$ cat src/rtl/play_sequencer_pkg.sv
// Shared types and constants for the song player.
// Latency: n/a (declarations only).
// Backpressure: n/a.
//
// Contents: FSM state encoding, default field widths, mem_data field
// positions and the rest note code.
package play_pkg;

  typedef enum logic [2:0] {
    S_IDLE  = 3'd0,
    S_FETCH = 3'd1,
    S_PLAY  = 3'd2,
    S_GAP   = 3'd3,
    S_DONE  = 3'd4
  } state_t;

  localparam int DEF_NOTE_W = 10;
  localparam int DEF_DUR_W  = 8;
  localparam int DEF_ADDR_W = 8;

  // mem_data = {note, dur}: duration sits at bit 0, the note directly above
  // it (the note LSB therefore equals the duration width).
  localparam int DUR_LSB   = 0;
  localparam int NOTE_REST = 0;

endpackage

$ cat src/rtl/play_tick_gen.sv
// Tick prescaler: divides clk by TICK_DIV into a 1-cycle tick.
// Latency: tick is combinational from the registered count (no extra stage).
// Backpressure: run low freezes the count; clr restarts it from zero.
//
// Ports: clk/rst (async, active-high), clr (restart count), run (count
// enable), tick (high on the last count of each period while running).
module play_tick_gen #(
  parameter int TICK_DIV = 4
) (
  input  logic clk,
  input  logic rst,
  input  logic clr,
  input  logic run,
  output logic tick
);

  localparam int CNT_W = $clog2(TICK_DIV);
  localparam logic [CNT_W-1:0] LAST = CNT_W'(TICK_DIV - 1);

  logic [CNT_W-1:0] cnt_q, cnt_d;

  always_comb begin
    cnt_d = cnt_q;
    if (clr) begin
      cnt_d = '0;
    end else if (run) begin
      cnt_d = (cnt_q == LAST) ? '0 : cnt_q + 1'b1;
    end
  end

  always_ff @(posedge clk or posedge rst) begin
    if (rst) begin
      cnt_q <= '0;
    end else begin
      cnt_q <= cnt_d;
    end
  end

  // Deliberately independent of clr: the caller derives clr from a next
  // state that itself depends on tick.
  assign tick = run && (cnt_q == LAST);

endmodule

$ cat src/rtl/play_sequencer.sv
// Song player: fetches {note, dur} words over req/ack and times each note in ticks.
// Latency: all outputs registered; a fetched note sounds the cycle after mem_ack.
// Backpressure: mem_req held until mem_ack; pause freezes timing; enable low aborts.
//
// Ports: clk, rst (async, active-high); enable, start, pause, loop_en,
// song_len (control); mem_req/mem_addr/mem_ack/mem_data (song memory);
// note_out/note_valid (to synthesiser); busy, done (status).
module play_sequencer
  import play_pkg::*;
#(
  parameter int NOTE_W    = DEF_NOTE_W,
  parameter int DUR_W     = DEF_DUR_W,
  parameter int ADDR_W    = DEF_ADDR_W,
  parameter int TICK_DIV  = 1_000_000,
  parameter int GAP_TICKS = 2
) (
  input  logic                    clk,
  input  logic                    rst,
  input  logic                    enable,
  input  logic                    start,
  input  logic                    pause,
  input  logic                    loop_en,
  input  logic [ADDR_W-1:0]       song_len,
  output logic                    mem_req,
  output logic [ADDR_W-1:0]       mem_addr,
  input  logic                    mem_ack,
  input  logic [NOTE_W+DUR_W-1:0] mem_data,
  output logic [NOTE_W-1:0]       note_out,
  output logic                    note_valid,
  output logic                    busy,
  output logic                    done
);

  localparam int NOTE_LSB = DUR_W;
  localparam int GAP_W    = (GAP_TICKS > 0) ? $clog2(GAP_TICKS + 1) : 1;

  state_t            state_q, state_d;
  logic [ADDR_W-1:0] addr_q, addr_d;
  logic [ADDR_W-1:0] song_len_q, song_len_d;
  logic [NOTE_W-1:0] note_out_q, note_out_d;
  logic [DUR_W-1:0]  dur_cnt_q, dur_cnt_d;
  logic [GAP_W-1:0]  gap_cnt_q, gap_cnt_d;
  logic              mem_req_q, mem_req_d;
  logic              busy_q, busy_d;
  logic              done_q, done_d;
  logic              note_valid_q, note_valid_d;

  logic              advance;
  logic              tick, tick_clr, tick_run;
  logic [NOTE_W-1:0] word_note;
  logic [DUR_W-1:0]  word_dur;
  logic              last_entry;

  assign word_note  = mem_data[NOTE_LSB +: NOTE_W];
  assign word_dur   = mem_data[DUR_LSB +: DUR_W];
  assign last_entry = (addr_q == song_len_q - 1'b1);
  assign tick_run   = ((state_q == S_PLAY) || (state_q == S_GAP)) && !pause;

  play_tick_gen #(
    .TICK_DIV (TICK_DIV)
  ) u_tick_gen (
    .clk  (clk),
    .rst  (rst),
    .clr  (tick_clr),
    .run  (tick_run),
    .tick (tick)
  );

  always_comb begin
    state_d    = state_q;
    addr_d     = addr_q;
    song_len_d = song_len_q;
    note_out_d = note_out_q;
    dur_cnt_d  = dur_cnt_q;
    gap_cnt_d  = gap_cnt_q;
    mem_req_d  = mem_req_q;
    busy_d     = busy_q;
    done_d     = 1'b0;
    advance    = 1'b0;

    case (state_q)
      S_IDLE: begin
        if (start) begin
          song_len_d = song_len;
          if (song_len != '0) begin
            state_d   = S_FETCH;
            addr_d    = '0;
            busy_d    = 1'b1;
            mem_req_d = 1'b1;
          end else begin
            state_d = S_DONE;
          end
        end
      end
      S_FETCH: begin
        if (!mem_req_q) begin
          // Re-issue after a skipped entry, once the new address is stable.
          mem_req_d = 1'b1;
        end else if (mem_ack) begin
          mem_req_d = 1'b0;
          if (word_dur == '0) begin
            advance = 1'b1;
          end else begin
            state_d    = S_PLAY;
            note_out_d = word_note;
            dur_cnt_d  = word_dur;
          end
        end
      end
      S_PLAY: begin
        if (tick) begin
          if (dur_cnt_q == DUR_W'(1)) begin
            note_out_d = '0;
            if (GAP_TICKS > 0) begin
              state_d   = S_GAP;
              gap_cnt_d = GAP_W'(GAP_TICKS);
            end else begin
              advance = 1'b1;
            end
          end else begin
            dur_cnt_d = dur_cnt_q - 1'b1;
          end
        end
      end
      S_GAP: begin
        if (tick) begin
          if (gap_cnt_q == GAP_W'(1)) begin
            advance = 1'b1;
          end else begin
            gap_cnt_d = gap_cnt_q - 1'b1;
          end
        end
      end
      S_DONE: begin
        state_d = S_IDLE;
      end
      default: begin
        state_d = S_IDLE;
      end
    endcase

    if (advance) begin
      note_out_d = '0;
      if (last_entry && !loop_en) begin
        state_d = S_DONE;
      end else begin
        addr_d  = last_entry ? '0 : addr_q + 1'b1;
        state_d = S_FETCH;
        // From a skipped entry the request drops for one cycle so the
        // address never changes under a raised mem_req.
        mem_req_d = (state_q != S_FETCH);
      end
    end

    if (state_d == S_DONE) begin
      done_d     = 1'b1;
      busy_d     = 1'b0;
      mem_req_d  = 1'b0;
      note_out_d = '0;
    end

    // Abort wins over everything decided above, including a pending done.
    if (!enable) begin
      state_d    = S_IDLE;
      mem_req_d  = 1'b0;
      note_out_d = '0;
      busy_d     = 1'b0;
      done_d     = 1'b0;
    end

    note_valid_d = (state_d == S_PLAY) && (note_out_d != NOTE_W'(NOTE_REST)) && !pause;
    tick_clr     = ((state_d == S_PLAY) || (state_d == S_GAP)) && (state_d != state_q);
  end

  always_ff @(posedge clk or posedge rst) begin
    if (rst) begin
      state_q      <= S_IDLE;
      addr_q       <= '0;
      song_len_q   <= '0;
      note_out_q   <= '0;
      dur_cnt_q    <= '0;
      gap_cnt_q    <= '0;
      mem_req_q    <= 1'b0;
      busy_q       <= 1'b0;
      done_q       <= 1'b0;
      note_valid_q <= 1'b0;
    end else begin
      state_q      <= state_d;
      addr_q       <= addr_d;
      song_len_q   <= song_len_d;
      note_out_q   <= note_out_d;
      dur_cnt_q    <= dur_cnt_d;
      gap_cnt_q    <= gap_cnt_d;
      mem_req_q    <= mem_req_d;
      busy_q       <= busy_d;
      done_q       <= done_d;
      note_valid_q <= note_valid_d;
    end
  end

  assign mem_req    = mem_req_q;
  assign mem_addr   = addr_q;
  assign note_out   = note_out_q;
  assign note_valid = note_valid_q;
  assign busy       = busy_q;
  assign done       = done_q;

endmodule

$ cat config.mk
export PLATFORM = sky130hd
export DESIGN_NAME = play_sequencer
export DESIGN_NICKNAME = d
export VERILOG_FILES = /design/src/rtl/play_sequencer_pkg.sv /design/src/rtl/play_tick_gen.sv /design/src/rtl/play_sequencer.sv
export SDC_FILE = /design/constraint.sdc
export NUM_CORES = 1
export LEC_CHECK = 0
export ABC_AREA = 1
export BUFFER_PORTS_ARGS = -buffer_cell sky130_fd_sc_hd__buf_2
export CORE_MARGIN = 5
export CORE_UTILIZATION = 53
export DETAILED_ROUTE_END_ITERATION = 16
export PLACE_DENSITY = 0.77
export SETUP_SLACK_MARGIN = 0.2
export SLEW_MARGIN = 20
export SYNTH_ARGS = -nofsm -noshare
export SYNTH_HDL_FRONTEND = slang
export SYNTH_HIERARCHICAL = 1
export SYNTH_SLANG_ARGS = --single-unit
$ cat constraint.sdc
create_clock -name clk -period 2.7 [get_ports clk]
set_input_delay 0.27 -clock clk [delete_from_list [all_inputs] [get_ports clk]]
set_output_delay 0.27 -clock clk [all_outputs]
set_load 0.005 [all_outputs]
-- After elaboration in Yosys (flattened, before gate mapping)
Cells that the tools add are included.
- muxes and demuxes: 62
- reductions and logical operators: 21
- equality and inequality tests: 23
- add/subtract/negate cells: 5
- operators with widths (kind ; number):
    two-way mux 8 bit ; 11
    two-way mux 10 bit ; 8
    two-way mux 20 bit ; 3
    two-way mux 3 bit ; 10
    adder 20 x 1 -> 20 bit (second input constant) ; 1
    == test 20 bit (second input constant) ; 1
    two-way mux 1 bit ; 20
    case mux 10 bit (2 select lines) ; 1
    case mux 8 bit (2 select lines) ; 1
    subtractor 8 x 1 -> 8 bit (second input constant) ; 2
    != test 2 bit (second input constant) ; 7
    == test 3 x 2 -> 1 bit (second input constant) ; 4
    != test 3 x 1 -> 1 bit (second input constant) ; 4
    case mux 3 bit (4 select lines) ; 1
    nonzero test 10 bit ; 1
    adder 8 x 1 -> 8 bit (second input constant) ; 1
    == test 8 x 1 -> 1 bit (second input constant) ; 1
    == test 8 bit ; 1
    zero test 8 bit ; 1
    two-way mux 2 bit ; 4
    nonzero test 8 bit ; 1
    logical AND 1 bit ; 6
    AND reduction 6 bit ; 1
    nonzero test 2 bit ; 3
    14 further kinds ; 17
- flip-flop bits (word level): 63
- input port bits: 33
- output and inout bits: 22
- word-level logic and storage cells: 122

-- Depth between registers and ports, before layout
- depth in word-level cells: 13
- gate-level depth with buffers: 24

-- Hierarchy
The synthesis kept the hierarchy.
- modules (own cells, without submodules) (module ; sequential area each (um^2) ; times used ; cells an instance ; area an instance (um^2)):
    play_sequencer ; 1076.0 ; 1 ; 369 ; 2636.3
    play_tick_gen ; 500.5 ; 1 ; 195 ; 1392.6

-- Worst setup path after synthesis
No wires, ideal clock.
- path type: register to register
- from: register state_q[2]
- to: register u_tick_gen.cnt_q[9]
- path slack: 0.127 ns
- library setup time: 0.119 ns
- required time: 2.581 ns
- cell stages (with the launch flop): 20
- arrival: 2.453 ns
- cell sequence: dfrtp_1 > nor2_4 > inv_1 > nor2_1 > nand4_2 > inv_1 > nand3_1 > nand2_1 > nand2_1 > nand2_1 > nand3_1 > nand2_1 > nand2_1 > a21oi_2 > nor2_4 > nor2_2 > nand2_2 > nor2_2 > xnor2_1 > nor2_2
- cells in the longest elaborated chain, start to end: 12
- elaborated cells on any way between the ends: 25
- those cells by class: eq/ne: 6; mux: 12; reduce/logical: 7
- ends and longest elaborated chain (element ; line ; text):
    start: declaration ; play_sequencer.sv:37 ; state_t state_q, state_d;
    start signal: assignment ; play_sequencer.sv:188 ; state_q <= state_d;
    == test 3 x 2 -> 1 bit ; play_sequencer.sv:57 ; assign tick_run = ((state_q == S_PLAY) || (state_q == S_GAP)) && !pause;
    logical OR 1 bit (*) ; play_sequencer.sv:57 ;
    logical AND 1 bit (*) ; play_sequencer.sv:57 ;
    named net tick_run ; play_sequencer.sv:49 ; logic tick, tick_clr, tick_run;
    logical AND 1 bit (*) ; play_tick_gen.sv:41 ; assign tick = run && (cnt_q == LAST);
    named net tick ; play_sequencer.sv:49 ;
    two-way mux 3 bit / two-way mux 1 bit (equally long branches) ; play_sequencer.sv:111, play_sequencer.sv:126 ;
    case mux 3 bit (4 select lines) / case mux 1 bit (2 select lines) (equally long branches) ; play_sequencer.sv:81 ; case (state_q)
    two-way mux 3 bit (*) ; play_sequencer.sv:142 ; if (advance) begin
    two-way mux 3 bit (*) ; play_sequencer.sv:163 ; if (!enable) begin
    == test 3 x 2 -> 1 bit ; play_sequencer.sv:172 ; tick_clr = ((state_d == S_PLAY) || (state_d == S_GAP)) && (state_d != state_q);
    logical OR 1 bit ; play_sequencer.sv:172 ;
    logical AND 1 bit (*) ; play_sequencer.sv:172 ;
    named net tick_clr ; play_sequencer.sv:49 ;
    two-way mux 20 bit / nonzero test 2 bit (equally long branches) ; -- ;
    end signal: assignment ; play_tick_gen.sv:35 ; cnt_q <= cnt_d;
    end: declaration ; play_tick_gen.sv:20 ; logic [CNT_W-1:0] cnt_q, cnt_d;
The timed path passes the listed nets; every way through them passes the cells marked *.
A chain may end at the register's enable or synchronous reset.

-- Worst setup path in the final report
- from: register u_tick_gen.cnt_q[1]
- to: register u_tick_gen.cnt_q[5]
- cells in the longest elaborated chain, start to end: 10
- elaborated cells on any way between the ends: 18
- those cells by class: add/sub: 1; eq/ne: 4; mux: 9; reduce/logical: 4
- ends and longest elaborated chain (element ; line):
    == test 20 bit (*) ; play_tick_gen.sv:41
    logical AND 1 bit (*) ; play_tick_gen.sv:41
    named net tick ; play_sequencer.sv:49
    two-way mux 3 bit / two-way mux 1 bit (equally long branches) ; play_sequencer.sv:111, play_sequencer.sv:126
    case mux 3 bit (4 select lines) / case mux 1 bit (2 select lines) (equally long branches) ; play_sequencer.sv:81
    two-way mux 3 bit (*) ; play_sequencer.sv:142
    two-way mux 3 bit (*) ; play_sequencer.sv:163
    == test 3 x 2 -> 1 bit ; play_sequencer.sv:172
    logical OR 1 bit ; play_sequencer.sv:172
    logical AND 1 bit (*) ; play_sequencer.sv:172
    named net tick_clr ; play_sequencer.sv:49
    two-way mux 20 bit / nonzero test 2 bit (equally long branches) ; --
The timed path passes the listed nets; every way through them passes the cells marked *. The select of a mux whose other input is x is not followed.

==> reports/results.ini <==
[clock_network]
clockRootBuffer = clkbuf_8
cts_htree_levels = 3
clock_latency_ns = 0.35
ctsLongestPathBuffers = 2
clock_sinks = 63
cts_tree = built
clk_pin_slew_worst_paths_ns = 0.07
cts_made_buffers = 9

[finish]
diodes = 0
drive_gt1_share_pct = 31.5
final_nets = 710
final_area_mm2 = 0.00514
syn_to_final_growth_pct = 27.7

[min_path]
holdCritPathClass = in2reg

[pwr]
irDropWorstVdd_uv = 400
cellPowerDensity_mw_per_mm2 = 521
leakage_nw = 2.67

[global_routing]
grt.overflow.total = 0
grt_antenna_before_repair = 0
grt.met2_usage_pct = 34.6
top_usage_layer = met2
met3_usage_pct = 6.89
grt_pass1_wl_um = 16600
grt_pass1_vias = 3732
met1_usage_pct = 26.6
grt_start_max_net_pins = 23
grt.total_usage_pct = 21.3

[detailed_routing]
ant_nets = 0
firstDrtPassIters = 5
routed_wl_um = 10700
drc_errors = 0
via_count = 4025
drt-initial-drc-count = 191
vias_per_cell = 5.19
wl_per_cell_um = 13.8

[synthesis]
postSynth.asyncResetShare_pct = 100
yosysSeqAreaShare_pct = 39.1
synth_cell_types = 40
synthTopCellsByCount = nand2_1, inv_1, dfrtp_1, nor2_1, nand3_1
syn_inst = 564
synth.most_common_cell = nand2_1
synth_nets = 603
ys_warn_count = 6
yosys.area.top_type = dfrtp_1
ys_ff_latch = 63
synth_area_leaders = dfrtp_1, nand2_1, inv_1
synth_top_area_share_pct = 39.1
avgSynthCellArea_um2 = 7.14
synth_ff_type = dfrtp_1
synth_edf_count = 0
syn_area_mm2 = 0.00403

[floorplan]
rows = 31
start_util_pct = 55.0
dieArea_mm2 = 0.00944
design.core.area_mm2 = 0.00733
ioPinCount = 55
fp.dieW_um = 97.2
dieHeight_um = 97.2

[run_status]
status = complete, no violations

[setup_path]
worst_path_max_delay_cell = dfrtp_1
worst_setup_path_end_kind = flop
crit_buf_inv = 2
path_max_fanout = 5
crit_arrival_ns = 2.83
critPathKind = reg2reg
crit_required_ns = 2.93
crit_chain = ha_4 -> nand3_4 -> nor2_4 -> nand4_2 -> inv_2 -> nand3_1 -> nand2_1 -> nand2_1 -> nand2_1 -> nand3_2 -> nand2_1 -> nand2_2 -> a21oi_4 -> nor2_4 -> buf_4 -> nor3_2 -> xnor2_1 -> nor2_2
crit_top_cell = nand2_1
critical-path-max-stage-delay_ns = 0.41
worstSetupStartpointType = flop
crit_family = simple AND/OR/NAND/NOR gates

[place]
place_hpwl_um = 7210
gp_congestion = 0.973
dpl_cell_area_mm2 = 0.00450
dpl_worst_slack_ns = 0.00155
io_buffer_count = 54

[sta]
rsz0062_at_grt = yes
max_freq_ghz = 0.385
hold_viol_final = 0
min_period_ns = 2.60
fin_skew_ns = 0.00984
worstMarginPinSlew_ns = 0.799
final-max-slew-violation-count = 0
finalSetupViolCount = 0
setup_ws_ns = 0.101
max_slew_margin_pct = 46.7
finalCritPeriodShare_pct = 96.2

[flow_run]
drv_cap = 0

-- worst paths after layout --
path | startpoint | endpoint | slack, ns | depth (start not counted)
hold / removal | song_len[5] | song_len_q[5]$_DFFE_PP0P_ | 0.16 | 3
setup reg to reg | u_tick_gen/cnt_q[1]$_DFFE_PP0P_ | u_tick_gen/cnt_q[5]$_DFFE_PP0P_ | 0.10 | 18
max in group asynchronous | rst | state_q[2]$_DFF_PP0_ | 1.46 | 4
setup / recovery | u_tick_gen/cnt_q[1]$_DFFE_PP0P_ | u_tick_gen/cnt_q[5]$_DFFE_PP0P_ | 0.10 | 18
hold reg to reg | dur_cnt_q[4]$_DFFE_PP0P_ | dur_cnt_q[4]$_DFFE_PP0P_ | 0.50 | 1
min in group asynchronous | rst | note_out[4]$_DFF_PP0_ | 0.51 | 3
-- timing repair --
item                       CTS  global route
gates resized for setup     20            34
hold endpoints to repair    21             0
pin swaps                   15            29
setup endpoints to repair   18            20
buffers inserted            20            11
hold buffers                 1             0
-- sequential cells by signal, indices dropped and copies added (netlist names) --
signal	flops
dur_cnt_q	8
done	1
mem_req	1
mem_addr	8
song_len_q	8
busy	1
state_q	3
u_tick_gen/cnt_q	20
gap_cnt_q	2
note_valid	1
note_out	10
-- through the flow --
| step | std cells | power [mW] | hold slack, ns | util (%) | TNS [ns] |
|---|---|---|---|---|---|
| 6_report | 775 | 2.68 | 0.157 | 70.2 | 0 |
| 5_1_grt | 775 | 2.83 | 0.160 | 70.2 | -0.226 |
| 4_1_cts | 764 | 2.61 | 0.158 | 67.3 | 0 |
| 3_5_place_dp | 727 | 1.73 | 0.354 | 61.4 | 0 |
| 3_3_place_gp | 727 | 1.71 | 0.349 | 61.4 | 0 |
| 2_1_floorplan | 564 | 1.56 | 0.234 | - | 0 |
-- placed cells by master (no fill, tap or decap), drive strengths merged, types with 2 or more instances in the layout --
master	instances
clkinvlp	2
or2	2
buf	100
nand2	173
xnor2	6
nand3b	3
dfrtp	63
inv	87
o22ai	6
xor2	13
clkinv	5
clkbuf	10
a31oi	2
nand4	11
nor2	90
nor3	10
o21ai	33
nand3	36
a21oi	9
ha	6
-- power breakdown --
part | total (mW) | switching, mW | internal [mW] | leakage [nW]
Sequential | 1.16 | 0.106 | 1.06 | 0.832
Combinational | 0.679 | 0.400 | 0.279 | 1.74
Clock | 0.835 | 0.390 | 0.446 | 0.0981
Total | 2.68 | 0.895 | 1.78 | 2.67
-- logic make-up after synthesis --
family                   share of synthesized area [%]
AO/OA/AOI/OAI                                     8.04
XOR/XNOR                                          4.13
adder cells (fa/ha/maj)                           1.86
buffers and inverters                             9.29
flip-flops                                        39.1
AND/OR/NAND/NOR                                   37.5
-- tightest hold or removal path, delay by kind of cell --
kind | cells | cell delay (ns)
AND/OR/NAND/NOR | 1 | 0.04
AO/OA/AOI/OAI | 1 | 0.06
buffers and inverters | 1 | 0.09
-- layout make-up --
| cell class | count | area, um^2 |
|---|---|---|
| multi-input combinational | 407 | 2270 |
| fill | 559 | 2190 |
| sequential | 63 | 1580 |
| timing repair buffer | 101 | 644 |
| inverter | 89 | 334 |
| clock buffer | 10 | 138 |
| tap | 99 | 124 |
| clock inverter | 6 | 60.1 |
-- metal layers --
layer  wire, um  part of all wire, %  up-vias
met4        234                  2.2        0
met3        666                  6.2       20
met1       4610                   43     1879
met5          0                    0        -
met2       5150                   48      151
li1           -                    -     1975
(Power assumes the default switching activity.)
